===== src/rtl/seg_disp_ctrl.sv =====
// seg_disp_ctrl: 2-digit 7-segment scanner with frame-aligned value commits, blink and leading-zero blanking
module seg_disp_ctrl #(
  parameter int REFRESH_DIV  = 125000,
  parameter int BLINK_FRAMES = 250
) (
  input  logic       clk,
  input  logic       rst,
  input  logic       load_valid,
  output logic       load_ready,
  input  logic [7:0] load_data,
  input  logic       blink_en,
  input  logic       blank_lz,
  output logic       digit_select,
  output logic [6:0] seg_led,
  output logic       frame_done
);
  localparam int RW = REFRESH_DIV > 1 ? $clog2(REFRESH_DIV) : 1;
  localparam int BW = BLINK_FRAMES > 1 ? $clog2(BLINK_FRAMES) : 1;
  typedef enum logic {IDLE, PENDING} state_t;
  state_t r_state, w_state_nxt;
  logic [RW-1:0] r_rcnt;
  logic [BW-1:0] r_bcnt, w_bcnt_nxt;
  logic r_phase, w_phase_nxt, w_wrap, w_frame, w_sel_nxt, w_commit, w_bwrap;
  logic [7:0] r_shadow, r_disp, w_disp_nxt;
  logic [3:0] w_nib;
  logic [6:0] w_seg_nxt;
  function automatic logic [6:0] hex7(input logic [3:0] n);
    case (n)
      4'h0: hex7 = 7'h3F;
      4'h1: hex7 = 7'h06;
      4'h2: hex7 = 7'h5B;
      4'h3: hex7 = 7'h4F;
      4'h4: hex7 = 7'h66;
      4'h5: hex7 = 7'h6D;
      4'h6: hex7 = 7'h7D;
      4'h7: hex7 = 7'h07;
      4'h8: hex7 = 7'h7F;
      4'h9: hex7 = 7'h6F;
      4'hA: hex7 = 7'h77;
      4'hB: hex7 = 7'h7C;
      4'hC: hex7 = 7'h39;
      4'hD: hex7 = 7'h5E;
      4'hE: hex7 = 7'h79;
      default: hex7 = 7'h71;
    endcase
  endfunction
  assign w_wrap     = r_rcnt == RW'(REFRESH_DIV - 1);
  assign w_frame    = w_wrap & digit_select;
  assign w_sel_nxt  = ~digit_select;
  assign load_ready = r_state == IDLE;
  assign w_commit   = (r_state == PENDING) & w_frame;
  assign w_bwrap    = r_bcnt == BW'(BLINK_FRAMES - 1);
  // The segment register is decoded from next-cycle select, display and phase
  // so a slot never starts with stale content.
  always_comb begin
    w_state_nxt = r_state;
    if (r_state == IDLE && load_valid) w_state_nxt = PENDING;
    else if (w_commit) w_state_nxt = IDLE;
    w_disp_nxt  = w_commit ? r_shadow : r_disp;
    w_bcnt_nxt  = !blink_en ? '0 : !w_frame ? r_bcnt : w_bwrap ? '0 : r_bcnt + 1'b1;
    w_phase_nxt = blink_en & (r_phase ^ (w_frame & w_bwrap));
    w_nib       = w_sel_nxt ? w_disp_nxt[7:4] : w_disp_nxt[3:0];
    w_seg_nxt   = ((blink_en && w_phase_nxt) || (w_sel_nxt && blank_lz && w_nib == 4'h0)) ? 7'h00 : hex7(w_nib);
  end
  always_ff @(posedge clk or posedge rst) begin
    if (rst) begin
      r_state      <= IDLE;
      r_rcnt       <= '0;
      r_bcnt       <= '0;
      r_phase      <= 1'b0;
      r_shadow     <= 8'h00;
      r_disp       <= 8'h00;
      digit_select <= 1'b0;
      seg_led      <= 7'h00;
      frame_done   <= 1'b0;
    end else begin
      r_state    <= w_state_nxt;
      r_rcnt     <= w_wrap ? '0 : r_rcnt + 1'b1;
      r_bcnt     <= w_bcnt_nxt;
      r_phase    <= w_phase_nxt;
      r_disp     <= w_disp_nxt;
      frame_done <= w_frame;
      if (r_state == IDLE && load_valid) r_shadow <= load_data;
      if (w_wrap) begin
        digit_select <= w_sel_nxt;
        seg_led      <= w_seg_nxt;
      end
    end
  end
endmodule

===== config.mk =====
export PLATFORM = sky130hd
export DESIGN_NAME = seg_disp_ctrl
export DESIGN_NICKNAME = d
export VERILOG_FILES = /design/src/rtl/seg_disp_ctrl.sv
export SDC_FILE = /design/constraint.sdc
export NUM_CORES = 1
export LEC_CHECK = 0
export BUFFER_PORTS_ARGS = -buffer_cell sky130_fd_sc_hd__clkbuf_2
export CORE_ASPECT_RATIO = 2
export CORE_MARGIN = 2
export CORE_UTILIZATION = 54
export DETAILED_ROUTE_END_ITERATION = 16
export PLACE_DENSITY_LB_ADDON = 0.15
export SLEW_MARGIN = 30
export SYNTH_ARGS = -nofsm -noshare
export SYNTH_HDL_FRONTEND = slang
export SYNTH_SLANG_ARGS = --single-unit

===== constraint.sdc =====
create_clock -name clk -period 2.7 [get_ports clk]
set_clock_uncertainty 0.15 [all_clocks]
set_input_delay 0.135 -clock clk [delete_from_list [all_inputs] [get_ports clk]]
set_output_delay 0.135 -clock clk [all_outputs]
set_load 0.01 [all_outputs]

Word level (Yosys, flattened, before mapping):

Memories as Yosys holds them, arrays and structs flattened.
Cells that the tools add are included.

* bits in registers: 52
* memory bits (read-only): 112
* input port bits: 13
* output and inout bits: 10
* word-level logic and storage cells: 38
* memories kept: 1

Memory list
* (name not given): depth 16, bits a word 7, read ports 1, clocked after Yosys merged registers in 0, wr ports 0, RTL line 28 `case (n)`

* add/sub/neg operators: 2
* equality and inequality tests: 3
* mux-type cells: 9
* bitwise operators: 7
* reduce and logical (&&, ||, !) cells: 7

Operators with widths (count)
* 8-bit two-way mux: 4
* 17-bit by 1-bit adder with 17-bit output, second input constant: 1
* 17-bit equality test, second input constant: 1
* 17-bit two-way mux: 1
* 8-bit by 1-bit adder with 8-bit output, second input constant: 1
* 8-bit equality test, second input constant: 1
* 7-bit two-way mux: 1
* 1-bit bitwise AND: 4
* 1-bit logical AND: 4
* 4-bit zero test: 1
* 4-bit two-way mux: 1
* 1-bit two-way mux: 2
* 2-bit by 1-bit inequality test with 1-bit output, second input constant: 1
* 1-bit inverter: 2
* 2-bit nonzero test: 1
* 1-bit logical OR: 1
* 1-bit bitwise XOR: 1

Logic depth before layout (Yosys ltp):

* word-level depth: 9
* depth in mapped cells: 12
* gate-level depth less buffers: 12

Least setup slack after synthesis:

Ideal clock, no wire load.

* path kind: register -> register
* from: register r_rcnt[3]
* to: register seg_led[0]
* setup time: 0.076 ns
* arrival time: 2.444 ns
* required time: 2.474 ns
* setup slack: 0.030 ns
* cell stages (with the launch flop): 11
* buffers on the path: 0
* clock period less this slack: 2.670 ns
* cells stage by stage: dfrtp_1 > nor4b_4 > nand3_2 > or3_1 > a31oi_4 > inv_1 > ha_1 > nand2_1 > nor4_1 > or3_4 > o21ai_1

* word-level cells in the longest chain between the ends: 9
* elaborated cells on any way between the ends: 14
* classes of those cells: 1 x eq/ne; 3 x mux; 5 x bitwise; 4 x reduce/logical; 1 x memory

RTL lines
* start: declaration: RTL line 21 `logic [RW-1:0] r_rcnt;`
* start signal: assignment: RTL line 78 `r_rcnt <= w_wrap ? '0 : r_rcnt + 1'b1;`
* 17-bit equality test (*): RTL line 47 `assign w_wrap = r_rcnt == RW'(REFRESH_DIV - 1);`
* parallel branches: the longest is 8 deep, another holds memory read 16 x 7 bit
* end signal: assignment: RTL line 86 `seg_led <= w_seg_nxt;`
* end: declaration: RTL line 14 `output logic [6:0] seg_led,`

Mark *: on every way between the ends.
A chain may end at the register's enable or synchronous reset.

Worst setup path after layout:

* from: register r_rcnt[0]
* to: register seg_led[0]

Same word-level chain as after synthesis.

==> flow_summary.yaml <==
setup_path:
  path_class: "flop to flop"
  cp_num_cells: 11
  critPathTopFamily: "simple AND/OR/NAND/NOR gates"
  end_kind: "flop"
  worstPathMaxFanout: 5
  crit_path_top_delay_cell: "or3_4"
  cp.arrival_ns: 2.68
  crit_path_cell_trace: "ha_2 -> and3b_2 -> nand3_2 -> or3_4 -> a31oi_4 -> inv_2 -> ha_2 -> nand2_2 -> nor4_4 -> or3_4 -> o21ai_2"
  critPathMaxStageDelay_ns: 0.44
  cp_data_required_time_ns: 2.79
  start_kind: "flop"
  r2r_cells: 11
  cp_num_buf_inv: 1
cells_and_area:
  most-common-layout-cells: "51 x dfrtp_1, 23 x nand2_1, 22 x clkbuf_2"
  fin_nets: 336
  layout_commonest_cell: "dfrtp_1"
  layout-drive-gt1-share: 0.2794
  diodes: 0
  syn_to_final_growth_pct: 20.11
  instances_no_fill: 372
  nFillCells: 422
  fin_util: 0.6758
floorplanning:
  design.die.area_mm2: 0.005739
  die_y_um: 105.2
  rows: 36
  fp.coreArea_mm2: 0.004910
  die_x_um: 54.58
  pin_count: 23
  start_util: 0.5627
clocking:
  clock_latency_ns: 0.32
  root_buffer: "clkbuf_8"
  numClockSinks: 52
  cts_buffer_depth: 2
  path_clk_slew_ns: 0.09
  cts_buffers: 5
  cts.htree.levels: 2
  cts_tree: "done"
global_route:
  grt_max_degree: 29
  grt.total_usage: 0.2288
  grt-ovfl-total: 0
  grt_pass1_vias: 2151
  antenna_found_initial: 0
  grt_first_pass_wirelength_um: 9604
logic_synthesis:
  syn_area_mm2: 0.002763
  syn_inst: 265
  yosys_register_bits: 52
  synth_nets: 287
  synth_warnings: 0
  yosysSeqAreaShare: 0.4710
  synthDistinctLibCells: 48
  avgSynthCellArea_um2: 10.43
drt:
  post-route-drc-count: 0
  ant_nets: 0
  wl_per_cell_um: 15.19
  wl_met1_um: 2126
  drt-initial-drc-count: 23
  vias_per_cell: 5.637
  num_vias: 2097
  top_layer_used: "met4"
  route.met2.wl_um: 3165
  drt-pass1-iter-count: 4
  wl_um: 5652
  wl_met3_um: 146
hold_path:
  holdPathStages: 6
  hp-class: "input pin to flop"
sta:
  hold_viol: 0
  slew_headroom: 0.5512
  worst_pin_slew_ns: 0.6718
  setup_viol: 0
  fin_crit_ns: 2.582
  tns_ns: 0
  drv_slew: 0
  rsz0062_at_grt: "false"
  fmax_ghz: 0.3873
  fin_crit_sh: 0.9563
placement:
  detailed_place_hpwl_um: 4362
  dp.cells: 352
  gp_congestion: 0.8382
  portBuffers: 22
power:
  power.density_mw_per_mm2: 422.1
  ir_drop_mv: 0.4821
  p_leak_uw: 0.001481
  power_uw: 1401
outcome:
  outcome: "complete, no violations"
flow_run:
  drv_cap: 0
logic make-up after synthesis:
group / synth area share
AO/OA/AOI/OAI: 0.1092
XOR/XNOR: 0.05073
adder cells (fa/ha/maj): 0.04076
buffers and inverters: 0.03125
flip-flops: 0.4710
multiplexers: 0.09058
AND/OR/NAND/NOR: 0.2065
cells in the mapped netlist, drive strengths merged:
library cell   n  share of area
o22a           1         0.0032
a32o           1         0.0036
a31oi          2          0.015
clkbuf         4         0.0054
mux2          16          0.065
and3           8          0.019
or4            2         0.0054
dfrtp         52           0.47
o22ai          2         0.0045
clkinv         1         0.0014
inv           11          0.015
and2           3         0.0068
o2bb2ai        2         0.0063
nor2          19          0.026
and4b          3          0.011
o211ai         1         0.0027
o21ai         15          0.027
nand2b         2         0.0045
nand3b         1         0.0027
nand4          2         0.0045
nand2         24          0.033
and3b          2         0.0063
mux2i          7          0.025
a21oi         12          0.022
o31ai          5          0.014
a211oi         1         0.0027
buf            4         0.0095
nor4           3         0.0068
nor3b          1         0.0027
nand3         12          0.024
nor4b          3          0.015
ha             9          0.041
nor2b          4         0.0091
and4           1         0.0032
xnor2          9          0.029
nand4b         2         0.0063
xor2           7          0.022
or3            7          0.019
o21a           2         0.0054
a21boi         1         0.0027
nor3           1         0.0018
metal layers:
metal | global-route usage | vias up
met5 | 0 | -
li1 | - | 1035
met2 | 0.3985 | 31
met4 | 0.1196 | 0
met3 | 0.04714 | 15
met1 | 0.2399 | 1016
worst register-to-register path: stages, from the launching register on:
cell and delay, ns:
dfrtp_1 0.40, ha_2 0.19, and3b_2 0.20, nand3_2 0.07, or3_4 0.38, a31oi_4 0.18
inv_2 0.05, ha_2 0.18, nand2_2 0.08, nor4_4 0.04, or3_4 0.44, o21ai_2 0.14
per-stage QoR:
step                instance area (um2)  setup WS, ns  hold slack (ns)
CTS                                3241       0.03230           0.2631
global placement                   3023        0.1308          0.05370
floorplan                          2763       0.02990           0.1020
finish                             3318        0.1179           0.2110
global route                       3318      0.004362           0.2545
detailed placement                 3023       0.06554          0.05456
worst paths after layout:
path	from	to	slack [ns]
worst max-delay path	r_rcnt[0]$_DFF_PP0_	seg_led[0]$_DFFE_PP0N_	0.12
worst min-delay path	blank_lz	seg_led[4]$_DFFE_PP0N_	0.21
worst max register to register	r_rcnt[0]$_DFF_PP0_	seg_led[0]$_DFFE_PP0N_	0.12
worst min register to register	seg_led[2]$_DFFE_PP0N_	seg_led[2]$_DFFE_PP0N_	0.33
max in group asynchronous	rst	r_rcnt[9]$_DFF_PP0_	1.40
min in group asynchronous	rst	r_bcnt[0]$_DFFE_PP0P_	0.25
where the power goes:
group | internal (uW) | total [uW] | switching, uW
registers | 796 | 809 | 12.7
clock network | 275 | 526 | 251
logic | 35.0 | 65.4 | 30.5
total | 1110 | 1400 | 294
sequential cells by signal, summed over array words and instances, names as in the netlist:
| register | cells |
|---|---|
| r_bcnt | 8 |
| r_rcnt | 17 |
| r_phase | 1 |
| r_disp | 8 |
| r_shadow | 8 |
| r_state | 1 |
| seg_led | 7 |
| digit_select | 1 |
| frame_done | 1 |
final cells by class:
| type | instances | area (um2) | share of cell area |
|---|---|---|---|
| clock buffers | 6 | 72.57 | 0.02187 |
| repair buffers | 50 | 347.8 | 0.1048 |
| inverters | 12 | 45.04 | 0.01357 |
| flip-flops and latches | 52 | 1303 | 0.3925 |
| clock inverters | 2 | 35.03 | 0.01056 |
| well taps | 57 | 71.32 | 0.02149 |
| multi-input cells | 193 | 1444 | 0.4351 |
what timing repair did:
action | 4_1_cts | 5_1_grt
setup endpoints to repair | 0 | 7
gates resized for setup | 0 | 19
hold endpoints to repair | 41 | 0
buffers inserted | 0 | 1
hold buffers | 11 | 0
(Power assumes the default switching activity.)
